`config.mk`:
```
export PLATFORM = sky130hd
export DESIGN_NAME = param_cam
export DESIGN_NICKNAME = d
export VERILOG_FILES = /design/src/rtl/param_cam_pkg.sv /design/src/rtl/cam_prio_enc.sv /design/src/rtl/param_cam.sv
export SDC_FILE = /design/constraint.sdc
export NUM_CORES = 1
export LEC_CHECK = 0
export CORE_ASPECT_RATIO = 2
export CORE_UTILIZATION = 60
export DETAILED_ROUTE_END_ITERATION = 8
export PLACE_DENSITY = 0.79
export SLEW_MARGIN = 10
export SYNTH_ARGS = -nofsm -noshare
export SYNTH_HDL_FRONTEND = slang
export SYNTH_SLANG_ARGS = --single-unit
```
`constraint.sdc`:
```
create_clock -name clk -period 16.9 [get_ports clk]
set_input_delay 5.07 -clock clk [delete_from_list [all_inputs] [get_ports clk]]
set_output_delay 5.07 -clock clk [all_outputs]
set_load 0.005 [all_outputs]
```
`src/rtl/param_cam_pkg.sv`:
```
// Shared encodings for the parameterised CAM: the operation codes and
// the states of the control FSM.
package param_cam_pkg;

  typedef enum logic [1:0] {
    OP_SEARCH = 2'd0,
    OP_WRITE  = 2'd1,
    OP_INVAL  = 2'd2,
    OP_ALLOC  = 2'd3
  } op_e;

  typedef enum logic {
    ST_IDLE  = 1'b0,
    ST_FLUSH = 1'b1
  } state_e;

endpackage

```
`src/rtl/cam_prio_enc.sv`:
```
// Priority encoder: flags whether any bit of vec_i is set, gives the
// lowest set index, and flags whether more than one bit is set.
module cam_prio_enc #(
  parameter int N     = 14,
  parameter int IDX_W = 4
) (
  input  logic [N-1:0]     vec_i,
  output logic             any_o,
  output logic [IDX_W-1:0] idx_o,
  output logic             multi_o
);

  // Scan from the top down so the last assignment is the lowest set bit.
  always_comb begin
    idx_o = '0;
    for (int i = N - 1; i >= 0; i--) begin
      if (vec_i[i]) idx_o = IDX_W'(i);
    end
  end

  assign any_o   = |vec_i;
  // Clearing the lowest set bit leaves something only if two or more were set.
  assign multi_o = |(vec_i & (vec_i - N'(1)));

endmodule

```
`src/rtl/param_cam.sv`:
```
// Small content-addressable memory with search, write, invalidate and
// allocate operations, plus a one-entry-per-cycle flush sequencer.
module param_cam
  import param_cam_pkg::*;
#(
  parameter  int DATA_W = 8,
  parameter  int DEPTH  = 14,
  localparam int ADDR_W = (DEPTH > 1) ? $clog2(DEPTH) : 1,
  localparam int CNT_W  = $clog2(DEPTH + 1)
) (
  input  logic              clk,
  input  logic              rst,
  input  logic              op_valid,
  output logic              op_ready,
  input  logic [1:0]        op_code,
  input  logic [ADDR_W-1:0] op_addr,
  input  logic [DATA_W-1:0] op_data,
  input  logic              flush,
  output logic              rsp_valid,
  output logic              rsp_hit,
  output logic              rsp_multi,
  output logic [ADDR_W-1:0] rsp_addr,
  output logic              full,
  output logic [CNT_W-1:0]  count
);

  logic [DATA_W-1:0] data_q [DEPTH];
  logic [DEPTH-1:0]  valid_q, valid_d, match;
  state_e            state_q, state_d;
  logic [ADDR_W-1:0] flush_idx_q, flush_idx_d;
  logic [CNT_W-1:0]  count_q, count_d;
  logic              full_q, full_d;
  logic              rsp_valid_q, rsp_valid_d, rsp_hit_q, rsp_hit_d;
  logic              rsp_multi_q, rsp_multi_d;
  logic [ADDR_W-1:0] rsp_addr_q, rsp_addr_d;
  logic              wr_en;
  logic [ADDR_W-1:0] wr_addr;
  logic              m_any, m_multi, f_any, f_multi_unused;
  logic [ADDR_W-1:0] m_idx, f_idx;
  logic              addr_in_range;

  always_comb begin
    for (int i = 0; i < DEPTH; i++) match[i] = valid_q[i] && (data_q[i] == op_data);
  end

  cam_prio_enc #(.N(DEPTH), .IDX_W(ADDR_W)) u_match_enc (
    .vec_i(match), .any_o(m_any), .idx_o(m_idx), .multi_o(m_multi)
  );

  cam_prio_enc #(.N(DEPTH), .IDX_W(ADDR_W)) u_free_enc (
    .vec_i(~valid_q), .any_o(f_any), .idx_o(f_idx), .multi_o(f_multi_unused)
  );

  assign addr_in_range = ({1'b0, op_addr} < (ADDR_W + 1)'(DEPTH));

  // NOTE: every signal gets a default before any branch so no latch is inferred.
  always_comb begin
    state_d     = state_q;
    flush_idx_d = flush_idx_q;
    valid_d     = valid_q;
    rsp_valid_d = 1'b0;
    rsp_hit_d   = 1'b0;
    rsp_multi_d = 1'b0;
    rsp_addr_d  = '0;
    wr_en       = 1'b0;
    wr_addr     = '0;
    unique case (state_q)
      ST_IDLE: begin
        // A flush request wins over a simultaneous operation.
        if (flush) begin
          state_d     = ST_FLUSH;
          flush_idx_d = '0;
        end else if (op_valid) begin
          rsp_valid_d = 1'b1;
          unique case (op_e'(op_code))
            OP_SEARCH: begin
              rsp_hit_d   = m_any;
              rsp_multi_d = m_multi;
              rsp_addr_d  = m_idx;
            end
            OP_WRITE: if (addr_in_range) begin
              valid_d[op_addr] = 1'b1;
              wr_en            = 1'b1;
              wr_addr          = op_addr;
              rsp_hit_d        = 1'b1;
              rsp_addr_d       = op_addr;
            end
            OP_INVAL: if (addr_in_range) begin
              rsp_hit_d        = valid_q[op_addr];
              valid_d[op_addr] = 1'b0;
              rsp_addr_d       = op_addr;
            end
            OP_ALLOC: if (f_any) begin
              valid_d[f_idx] = 1'b1;
              wr_en          = 1'b1;
              wr_addr        = f_idx;
              rsp_hit_d      = 1'b1;
              rsp_addr_d     = f_idx;
            end
          endcase
        end
      end
      ST_FLUSH: begin
        valid_d[flush_idx_q] = 1'b0;
        if (flush_idx_q == ADDR_W'(DEPTH - 1)) state_d = ST_IDLE;
        else flush_idx_d = flush_idx_q + ADDR_W'(1);
      end
    endcase
  end

  always_comb begin
    count_d = '0;
    for (int i = 0; i < DEPTH; i++) count_d = count_d + CNT_W'(valid_d[i]);
    full_d = (count_d == CNT_W'(DEPTH));
  end

  // NOTE: sequential state uses non-blocking assignments so every register
  // samples the pre-edge values regardless of statement order.
  always_ff @(posedge clk) begin
    if (rst) begin
      state_q     <= ST_IDLE;
      flush_idx_q <= '0;
      valid_q     <= '0;
      count_q     <= '0;
      full_q      <= 1'b0;
      rsp_valid_q <= 1'b0;
      rsp_hit_q   <= 1'b0;
      rsp_multi_q <= 1'b0;
      rsp_addr_q  <= '0;
    end else begin
      state_q     <= state_d;
      flush_idx_q <= flush_idx_d;
      valid_q     <= valid_d;
      count_q     <= count_d;
      full_q      <= full_d;
      rsp_valid_q <= rsp_valid_d;
      rsp_hit_q   <= rsp_hit_d;
      rsp_multi_q <= rsp_multi_d;
      rsp_addr_q  <= rsp_addr_d;
    end
  end

  // NOTE: the data array has no reset; a clear valid bit masks stale contents,
  // which keeps the storage free of reset fan-out.
  always_ff @(posedge clk) begin
    if (wr_en) data_q[wr_addr] <= op_data;
  end

  assign op_ready  = (state_q == ST_IDLE);
  assign rsp_valid = rsp_valid_q;
  assign rsp_hit   = rsp_hit_q;
  assign rsp_multi = rsp_multi_q;
  assign rsp_addr  = rsp_addr_q;
  assign count     = count_q;
  assign full      = full_q;

endmodule

```
## Yosys cells after proc, flatten, opt, wreduce, memory -nomap -nowiden

Memory sizes are Yosys's and may differ from the RTL's.
Cells that the tools add are included.

- Memory bits (read-only): 0
- Memories kept: 1
- RAM bits: 112
- Output and inout port bits: 13
- Word-level logic and storage cells: 157
- Latch bits: 0
- Flip-flop bits (word level): 31

Memories:

| memory | words | bits a word | rd ports | clocked after memory_dff | write ports | line | RTL |
|---|---|---|---|---|---|---|---|
| data_q | 14 | 8 | 14 | 0 | 1 | param_cam.sv:27 | `logic [DATA_W-1:0] data_q [DEPTH];` |

- Equal/unequal tests: 21
- Reductions and logical operators: 26
- Magnitude comparators: 7
- Divide/modulo/power cells: 0
- Multipliers: 0
- Shift operators: 0
- Bitwise logic cells: 11
- $add $sub $neg: 15
- Multiplexer cells: 67

Operator list:

| operator | number |
|---|---|
| two-way mux 4 bit | 35 |
| equality test 8 bit | 14 |
| two-way mux 14 bit | 5 |
| bitwise AND 14 bit | 3 |
| NOT 14 bit | 3 |
| case mux 14 bit (3 select lines) | 1 |
| OR reduction 14 bit | 3 |
| adder 4 x 1 -> 4 bit | 10 |
| OR 14 bit | 2 |
| case mux 14 bit (2 select lines) | 1 |
| logical AND 1 bit | 17 |
| case mux 4 bit (2 select lines) | 2 |
| less-than comparator 4 x 5 -> 1 bit (second input constant) | 3 |
| two-way mux 1 bit | 15 |
| subtractor 14 x 1 -> 14 bit (second input constant) | 1 |
| demux 1 bit (select 4 bit) | 3 |
| >= comparator 4 x 1 -> 1 bit (second input constant) | 3 |
| case mux 4 bit (3 select lines) | 1 |
| equality test 4 bit (second input constant) | 2 |
| OR reduction 5 bit | 1 |
| adder 3 x 1 -> 4 bit | 1 |
| adder 4 x 1 -> 4 bit (second input constant) | 1 |
| binary-select mux 1 bit (select 4 bit) | 1 |
| equality test 2 bit (second input constant) | 2 |
| 14 further kinds | 17 |

## Depth between registers and ports, before layout

- Depth in word-level cells: 39
- Depth in mapped cells: 20
- Gate-level depth less buffers: 19

## Cells and area by module

A second synthesis with hierarchy kept.

- Cells, all modules: 714
- Area, all modules: 8017.7 um2

Modules (own cells, without submodules):

| module | sequential area each (um2) | area each (um2) | times used | cells an instance |
|---|---|---|---|---|
| param_cam | 3983.8 | 7392.1 | 1 | 614 |
| cam_prio_enc | 0.0 | 312.8 | 2 | 50 |

## Least setup slack after synthesis

No wires, ideal clock.

- Path type: input port to flip-flop
- From: in op_code[0]
- To: reg full_q, in the netlist full
- Stages: 20
- Data arrival time: 9.399 ns
- Data required time: 16.804 ns
- Buffers on the path: 1
- Setup slack: 7.405 ns
- Library setup time: 0.096 ns
- Cell sequence: inv_1 ha_1 nor2_1 nand2_1 nor2_1 buf_2 o32ai_1 a31oi_1 inv_1 fa_1 fa_1 fa_1 inv_1 fa_1 inv_1 ha_1 inv_1 fa_1 nor2_1 nor4b_1

- Elaborated cells on any way between the ends: 21
- Those cells by class: 13 x add/sub; 4 x eq/ne; 4 x mux

RTL lines:

| element | line | RTL |
|---|---|---|
| start: declaration | param_cam.sv:15 | `input logic [1:0] op_code,` |
| equality test 2 bit or equality test 2 x 1 -> 1 bit (tied branches) | param_cam.sv:75 | `unique case (op_e'(op_code))` |
| case mux 14 bit (3 select lines) (*) | param_cam.sv:75 |  |
| two-way mux 14 bit (*) | param_cam.sv:73 | `end else if (op_valid) begin` |
| two-way mux 14 bit (*) | param_cam.sv:70 | `if (flush) begin` |
| case mux 14 bit (2 select lines) (*) | param_cam.sv:67 | `unique case (state_q)` |
| via valid_d[5] | param_cam.sv:28 | `logic [DEPTH-1:0] valid_q, valid_d, match;` |
| adder 4 x 1 -> 4 bit (*) (9 in series) | param_cam.sv:113 | `for (int i = 0; i < DEPTH; i++) count_d = count_d + CNT_W'(valid_d[i]);` |
| equality test 4 bit (*) | param_cam.sv:114 | `full_d = (count_d == CNT_W'(DEPTH));` |
| end signal: assignment | param_cam.sv:135 | `full_q <= full_d;` |
| end: declaration | param_cam.sv:32 | `logic full_q, full_d;` |

Mark *: on every way through the listed nets, which the timed path passes. The rest lies on a longest branch.
A chain may end at the register's enable or synchronous reset.

## Worst setup path in the final report

Ends and elaborated chain as after synthesis.

==> results.json <==
{
  "fmax_mhz": 94.34,
  "drcViolationCount": 0,
  "cts_buffers": 17,
  "synth_edf_count": 112,
  "setup_viol": 0,
  "num_rows": 58,
  "async_reset_ff_share_pct": 0,
  "critPathKind": "in -> reg",
  "cts-hold-fix-buffers": 0,
  "grt_start_max_net_pins": 29,
  "boundaryPins": 31,
  "synth_area_leaders": "edfxtp_1 (44%), xnor2_1 (12%), dfxtp_1 (8.1%)",
  "fin_nets": 764,
  "p_int_w": 0.0006320,
  "yosysMostFrequentCell": "edfxtp_1",
  "synth_cell_types": 59,
  "slew_headroom_pct": 38.79,
  "cellPowerDensity_nw_per_um2": 97.51,
  "seqPwrFrac_pct": 45.5,
  "fin_area_um2": 8643,
  "crit_chain": "clkdlybuf4s50_1 -> inv_1 -> ha_1 -> nor2_1 -> nand2_1 -> nor2_1 -> o32ai_1 -> a31oi_1 -> inv_1 -> fa_1 -> fa_1 -> fa_1 -> inv_1 -> fa_1 -> inv_1 -> ha_1 -> inv_1 -> fa_1 -> nor2_1 -> nor4b_1",
  "min_path_type": "reg -> reg",
  "synth_top_cell_by_area": "edfxtp_1",
  "drtAntennaViolNets": 0,
  "htree_num_levels": 4,
  "die_w_um": 82.05,
  "cp-end-kind": "flip-flop",
  "swShare_pct": 25.01,
  "synth_warnings": 0,
  "whs_ps": 600.8,
  "gr-total-overflow": 0,
  "cts.sinks": 143,
  "peakVddDrop_v": 0.0001142,
  "synth_area_um2": 7690,
  "hpwl_um": 14330,
  "synthTopCellsByCount": "edfxtp_1 (112), xnor2_1 (102), nand2_1 (58), nor2_1 (53), a21oi_1 (41)",
  "path_max_fanout": 12,
  "wl_per_cell_um": 23.54,
  "synth-seq-area-share_pct": 51.81,
  "ys_ff_latch": 143,
  "critPathBufInv": 6,
  "clock_latency_ps": 420,
  "hold_viol": 0,
  "via_per_inst": 6.288,
  "dieArea_um2": 13300,
  "clock_skew_ps": 9.208,
  "slew_viol_final": 0,
  "coreArea_um2": 12550,
  "grt.total_usage_pct": 34.13,
  "startpoint_type": "input port",
  "arrival_ps": 10910,
  "avgSynthCellArea_um2": 10.94,
  "yosysTopAreaCellShare_pct": 43.74,
  "path_clk_slew_ps": 70,
  "period_share_pct": 62.72,
  "cp_top_family": "adder cells",
  "p_total_w": 0.0008428,
  "required_ps": 17210,
  "clock_path_buffers": 2,
  "fp.dieH_um": 162.1,
  "rsz0062_at_grt": "no",
  "drv_cap": 0,
  "dr_total_vias": 5584,
  "grt_pass1_vias": 5693,
  "io_buffers": 30,
  "diodes": 0,
  "totalNegativeSetupSlack_ps": 0,
  "cts_tree": "done",
  "fillCellCount": 913,
  "synth_top_flop_cell": "edfxtp_1",
  "place_area_um2": 8023,
  "initial_core_util_pct": 61.25,
  "power_frac_comb_pct": 7.8,
  "grt_antenna_before_repair": 0,
  "p_sw_w": 0.0002107,
  "leakage_nw": 2.880,
  "cts_setup_buffers": 0,
  "grt_pass1_wl_um": 31710,
  "syn_nets": 742,
  "cts_resized": 0,
  "final.min_clock_period_ps": 10600,
  "drt_iter0_markers": 348,
  "status": "finished, final reports clean",
  "routabilityCongestion": 0.9271,
  "root_buffer": "clkbuf_16",
  "slowest_stage": "nor2_1",
  "drive_above_1_share_pct": 8.130,
  "synthCells": 703,
  "clkPwrFrac_pct": 46.7,
  "syn2layout_area_growth_pct": 12.40,
  "slowest_delay_ps": 640,
  "first_pass_iters": 8,
  "finalWirelength_um": 20900,
  "tightest_slew_ps": 909.8
}
flip-flops by register name, indices dropped and copies added, names as in the netlist:
name         flops
count            4
data_q         112
flush_idx_q      4
full             1
rsp_addr         4
rsp_hit          1
rsp_multi        1
rsp_valid        1
state_q          1
valid_q         14
per-stage QoR:
step / setup slack, ps / instances / utilization (%)
finish: 6300 / 888 / 68.85
global route: 5974 / 888 / 68.85
CTS: 6296 / 888 / 68.85
detailed placement: 5881 / 856 / 63.90
global placement: 6093 / 856 / 63.90
floorplan: 7405 / 703 / -
cell families after synthesis:
kind of cell	share of synthesized area, %
AOI/OAI and AO/OA	9.470
xor gates and xnor gates	12.98
adders and majority gates	4.686
buffers and inverters	4.556
DFF	51.81
muxes	1.578
and+or+nand+nor	14.92
power by group through the flow:
stage	logic (W)	clock network (W)	registers, W
floorplan	0.0000440	0	0.000390
global placement	0.0000625	0	0.000391
detailed placement	0.0000640	0	0.000391
CTS	0.0000650	0.000397	0.000383
global route	0.0000713	0.000411	0.000383
finish	0.0000657	0.000394	0.000383
worst register-to-register path, stage by stage (launching register included):
cell	delay [ps]
dfxtp_1	580
nand2_1	130
a31oi_1	180
o211ai_1	140
nor2b_1	180
buf_4	170
a221oi_1	560
nor2_1	130
fa_1	510
fa_1	520
fa_1	540
inv_1	50
fa_1	500
inv_1	40
ha_1	200
inv_1	70
fa_1	400
nor2_1	130
nor4b_1	270
per-layer routing:
layer / wire (µm) / track usage (%) / up-vias
met1: 6966 / 34.48 / 2723
li1: - / - / 2541
met2: 11120 / 57.96 / 242
met4: 1633 / 25.60 / 0
met3: 1184 / 8.596 / 78
met5: 0 / 0 / -
worst paths after layout:
check,to,slack (ps),depth (start not counted),startpoint
worst max-delay path,full,6300,20,op_code[0]
worst max register to register,full,11500,18,valid_q[6]
worst min-delay path,flush_idx_q[3],600,2,flush_idx_q[1]
worst min register to register,flush_idx_q[3],600,2,flush_idx_q[1]
area by class of cell:
| type | count | area, µm² | share of cell area, % |
|---|---|---|---|
| clock buffer | 17 | 425.4 | 4.922 |
| clock inverter | 15 | 195.2 | 2.258 |
| inverter | 30 | 112.6 | 1.303 |
| multi-input combinational | 492 | 3356 | 38.82 |
| sequential | 143 | 3984 | 46.09 |
| tap | 150 | 187.7 | 2.171 |
| timing repair buffer | 41 | 382.9 | 4.430 |
placed cells by master, fill, tap and decap left out, types with 17 or more instances in the layout:
cell,n
a21oi_1,41
nand2_1,58
inv_1,29
xnor2_1,102
clkdlybuf4s50_1,30
nor2_1,53
nor2b_1,17
edfxtp_1,112
nand4_1,19
clkbuf_16,17
dfxtp_1,31
nand3_1,28
nor3_1,20
Power figures use the tool's default switching activity.
